File: src/rtl/bcd_to_c2_encoder.sv
// Signed three-digit BCD (sign + hundreds/tens/units) to DW_OUT-bit two's complement.
// Three accumulate cycles (acc*10 + digit via shift-add), then a single range-check cycle.
module bcd_to_c2_encoder #(
    parameter int DW_OUT = 8
) (
    input  logic              clk,
    input  logic              rst_n,
    input  logic              start,
    input  logic              sign,
    input  logic [3:0]        bcd_hundreds,
    input  logic [3:0]        bcd_tens,
    input  logic [3:0]        bcd_units,
    output logic [DW_OUT-1:0] number,
    output logic              busy,
    output logic              done,
    output logic              error
);

    typedef enum logic [1:0] {IDLE, ACC, CHECK} state_t;

    // Range limits widened to 11 bits so DW_OUT=11 limits stay representable.
    localparam logic [10:0] MAX_NEG = 11'(1 << (DW_OUT - 1));
    localparam logic [10:0] MAX_POS = MAX_NEG - 11'd1;

    state_t              state_q;
    logic                sign_q;
    logic [3:0]          hund_q, tens_q, units_q;
    logic [9:0]          acc_q;
    logic [1:0]          idx_q;
    logic                bad_q;
    logic [DW_OUT-1:0]   number_q;
    logic                busy_q, done_q, error_q;

    logic [3:0]          digit_cur;
    logic [9:0]          acc_d;
    logic [10:0]         acc_ext;
    logic [DW_OUT-1:0]   mag_w, neg_w;
    logic                error_d;

    always_comb begin
        digit_cur = units_q;
        case (idx_q)
            2'd0:    digit_cur = hund_q;
            2'd1:    digit_cur = tens_q;
            default: digit_cur = units_q;
        endcase
    end

    assign acc_d   = {acc_q[6:0], 3'b000} + {acc_q[8:0], 1'b0} + {6'd0, digit_cur};
    assign acc_ext = {1'b0, acc_q};
    assign mag_w   = acc_ext[DW_OUT-1:0];
    assign neg_w   = ~mag_w + {{(DW_OUT-1){1'b0}}, 1'b1};
    assign error_d = bad_q | (!sign_q && (acc_ext > MAX_POS)) | (sign_q && (acc_ext > MAX_NEG));

    always_ff @(posedge clk or negedge rst_n) begin
        if (!rst_n) begin
            state_q  <= IDLE;
            sign_q   <= 1'b0;
            hund_q   <= 4'd0;
            tens_q   <= 4'd0;
            units_q  <= 4'd0;
            acc_q    <= 10'd0;
            idx_q    <= 2'd0;
            bad_q    <= 1'b0;
            number_q <= '0;
            busy_q   <= 1'b0;
            done_q   <= 1'b0;
            error_q  <= 1'b0;
        end else begin
            done_q <= 1'b0;
            case (state_q)
                IDLE: begin
                    if (start) begin
                        sign_q  <= sign;
                        hund_q  <= bcd_hundreds;
                        tens_q  <= bcd_tens;
                        units_q <= bcd_units;
                        acc_q   <= 10'd0;
                        idx_q   <= 2'd0;
                        bad_q   <= 1'b0;
                        busy_q  <= 1'b1;
                        state_q <= ACC;
                    end
                end
                ACC: begin
                    acc_q <= acc_d;
                    bad_q <= bad_q | (digit_cur > 4'd9);
                    idx_q <= idx_q + 2'd1;
                    if (idx_q == 2'd2) state_q <= CHECK;
                end
                CHECK: begin
                    if (error_d) begin
                        number_q <= '0;
                        error_q  <= 1'b1;
                    end else begin
                        number_q <= sign_q ? neg_w : mag_w;
                        error_q  <= 1'b0;
                    end
                    done_q  <= 1'b1;
                    busy_q  <= 1'b0;
                    state_q <= IDLE;
                end
                default: state_q <= IDLE;
            endcase
        end
    end

    assign number = number_q;
    assign busy   = busy_q;
    assign done   = done_q;
    assign error  = error_q;

endmodule
File: config.mk
export PLATFORM = sky130hd
export DESIGN_NAME = bcd_to_c2_encoder
export DESIGN_NICKNAME = d
export VERILOG_FILES = /design/src/rtl/bcd_to_c2_encoder.sv
export SDC_FILE = /design/constraint.sdc
export NUM_CORES = 1
export LEC_CHECK = 0
export BUFFER_PORTS_ARGS = -buffer_cell sky130_fd_sc_hd__buf_4
export CAP_MARGIN = 20
export CORE_ASPECT_RATIO = 0.6
export CORE_MARGIN = 4
export CORE_UTILIZATION = 45
export CTS_BUF_LIST = sky130_fd_sc_hd__clkbuf_8
export DETAILED_ROUTE_END_ITERATION = 10
export PLACE_DENSITY = 0.75
export SYNTH_ARGS = -nofsm -noshare
export SYNTH_HDL_FRONTEND = slang
export SYNTH_SLANG_ARGS = --single-unit
File: constraint.sdc
create_clock -name clk -period 6.9 [get_ports clk]
set_clock_uncertainty 0.2 [all_clocks]
set_input_delay 1.38 -clock clk [delete_from_list [all_inputs] [get_ports clk]]
set_output_delay 1.38 -clock clk [all_outputs]
set_load 0.05 [all_outputs]
==> results_dict.tcl <==
set metrics [dict create \
    grt_first_pass_wirelength_mm 7.30 \
    flop_and_latch_count_out_of_synthesis 39 \
    cell_leakage_power_nw 1.29 \
    setup-tns-final_ns 0 \
    wirelength_mm 4.40 \
    cts_post_setup_buffers_inserted 0 \
    grt_use_total_pct 15.7 \
    synth-seq-area-share_pct 45.0 \
    cts.htree.levels 2 \
    drtPass1Iterations 4 \
    cap_violations 0 \
    final.min_clock_period_ns 3.30 \
    grt_start_max_net_pins 40 \
    synthCells 223 \
    post-synth-top-count-cell "nand2_1" \
    synthDistinctLibCells 37 \
    timing_worst_slew_pin_value_ns 0.886 \
    ir_drop_mv 0.204 \
    worst_path_most_repeated_cell "inv_1" \
    cp_arrival_ns 3.24 \
    rsz0062_at_grt "no" \
    dpl.cell_count 305 \
    die_area_mm2 0.00604 \
    dp.final_hpwl_mm 3.30 \
    setup_viol 0 \
    cp_max_fo 5 \
    post_cts_resize_count 0 \
    vias_in_the_first_global_route 1507 \
    met3_usage_pct 4.46 \
    synth.area.top_cells "dfrtp_1, ha_1, nand2_1" \
    grt_antenna_before_repair 0 \
    cts.root.buffer_cell "clkbuf_8" \
    placement_rows 19 \
    synth-edff-count 0 \
    routed-via-count 1638 \
    clock.fmax_mhz 303 \
    grt_util_met2_pct 22.8 \
    ioPinCount 27 \
    cp.required_ns 6.85 \
    die_h_um 61.8 \
    tritoncts_clock_tree "yes" \
    fin_nets 286 \
    layout-area-overhead-vs-synth_pct 17.1 \
    cts.sinks 39 \
    post-route-drc-count 0 \
    run_status "finished clean" \
    proportion_of_register_bits_with_asynchronous_set_or_reset_after_synthesis_pct 100 \
    core-area_mm2 0.00461 \
    endpoint_kind "register" \
    synth_top_area_share_pct 45.0 \
    timing.final.hold_violations 0 \
    place_congestion 0.814 \
    initial_utilization_pct 47.1 \
    crit_type "register to register" \
    setup_slack_of_the_worst_register_to_register_path_ns 3.60 \
    detail_route.iter0.violations 55 \
    layout-drive-gt1-share_pct 16.3 \
    post_layout_nonfiller_instances 314 \
    buffer_ports.inserted 26 \
    antenna_violating_nets_post_route 0 \
    global_route.usage.met1_pct 22.7 \
    worstSetupStartpointType "register" \
    ctsLongestPathBuffers 2 \
    drt-vias-per-instance 5.22 \
    relSlewSlack_pct 40.8 \
    synthTopCellsByCount "nand2_1, dfrtp_1, ha_1" \
    diodes_inserted 0 \
    delay_contributed_by_the_slowest_stage_of_the_critical_path_ns 0.47 \
    power_density_over_cell_area_mw_per_mm2 546 \
    timing.critical_path.cells "inv_1, ha_1, nor2_1, a21o_1, inv_1, fa_1, inv_1, fa_1, a21o_1, a32oi_1, mux2i_1, o311ai_0" \
    yosysWarnings 0 \
    holdBufCountCts 0 \
    top_cell_type_by_total_area_after_synthesis "dfrtp_1" \
    clkSlewWorstSetupHoldPaths_ns 0.08 \
    synth_flop_cell "dfrtp_1" \
    synthesis.area_mm2 0.00217 \
    gr-max-usage-layer "met2" \
    grt_remaining_overflow 0 \
    tritoncts_buffers 5 \
    layout_worst_path_cycle_share_pct 47.8 \
    timing_max_transition_violations_final 0 \
    synthesis.area_per_instance_um2 9.73 \
    hp-class "register to register" \
    clock_latency_ns 0.30 \
    routed_wire_length_per_instance_um 14.0 \
    syn_nets 259 \
    cp_slowest_cell "fa_1" \
    chipWidth_um 97.7 \
]
## cells in the final DEF (no fill, tap or decap), types with 3 or more instances in the layout
cell / instances
xor2_1: 8
a21o_1: 6
ha_1: 18
o21ai_0: 10
o211ai_1: 3
a21oi_1: 5
o31ai_1: 5
nand3_1: 8
xnor2_1: 4
a22o_1: 4
dfrtp_1: 39
nand2b_1: 4
clkbuf_8: 5
buf_4: 26
nand2_1: 54
inv_1: 12
nor2_1: 3
o21ai_1: 8
## worst paths after layout
path | start | endpoint | cells past startpoint
max in group asynchronous | rst_n | hund_q[1] | 1
min | units_q[2] | units_q[2] | 2
max | idx_q[0] | acc_q[8] | 12
min reg2reg | units_q[2] | units_q[2] | 2
min in group asynchronous | rst_n | number[2] | 1
max reg2reg | idx_q[0] | acc_q[8] | 12
## critical path: cells and delay by family (launching register included)
kind	cells	cell delay, ns
DFF	1	0.40
AOI/OAI and AO/OA	4	0.76
and+or+nand+nor	1	0.23
muxes	1	0.20
buffers and inverters	3	0.20
adders and majority gates	3	1.18
## cells by family (layout without fill, tap and decap cells)
kind of cell,Yosys count,after routing,share of synthesized area [%]
compound gates,50,50,16.4
xor+xnor,12,12,4.84
fa+ha+maj,20,20,12.2
buf+inv,19,47,3.29
flops,39,39,45.0
mux,2,2,0.922
simple gates,81,81,17.4
## power by group
part / leakage (nW) / total (mW) / internal, mW / switching (mW)
Clock: 0.0581 / 0.194 / 0.108 / 0.0859
Sequential: 0.492 / 0.435 / 0.331 / 0.104
Combinational: 0.744 / 0.758 / 0.311 / 0.447
## per-stage QoR
stage | setup WS, ns | utilization, % | total power [mW] | hold slack [ns] | instance area (um^2)
CTS | 3.60 | 54.9 | 1.39 | 0.291 | 2530
finish | 3.60 | 55.1 | 1.39 | 0.294 | 2540
floorplan | 3.86 | - | 1.00 | 0.246 | 2170
global route | 3.41 | 55.1 | 1.51 | 0.308 | 2540
global placement | 3.74 | 52.4 | 1.17 | 0.269 | 2420
detailed placement | 3.61 | 52.4 | 1.19 | 0.267 | 2420
## flip-flops by register name, indices dropped and copies added, names as in the netlist, 2 cells and up
name and flops:
state_q 2, acc_q 10, number 8, idx_q 2, hund_q 4, tens_q 4, units_q 4
## routing by layer
layer	vias to the layer above	wire length, um
met2	47	1730
met1	770	2330
met5	-	0
met4	0	50
li1	816	-
met3	5	290
## area by class of cell
cell class,instances,area (um^2)
tap,63,78.8
clock buffer,5,68.8
inverter,12,45.0
sequential,39,976
timing repair buffer,27,206
clock inverter,3,43.8
fill,427,2070
multi-input combinational,165,1120
Power figures use the tool's default switching activity.
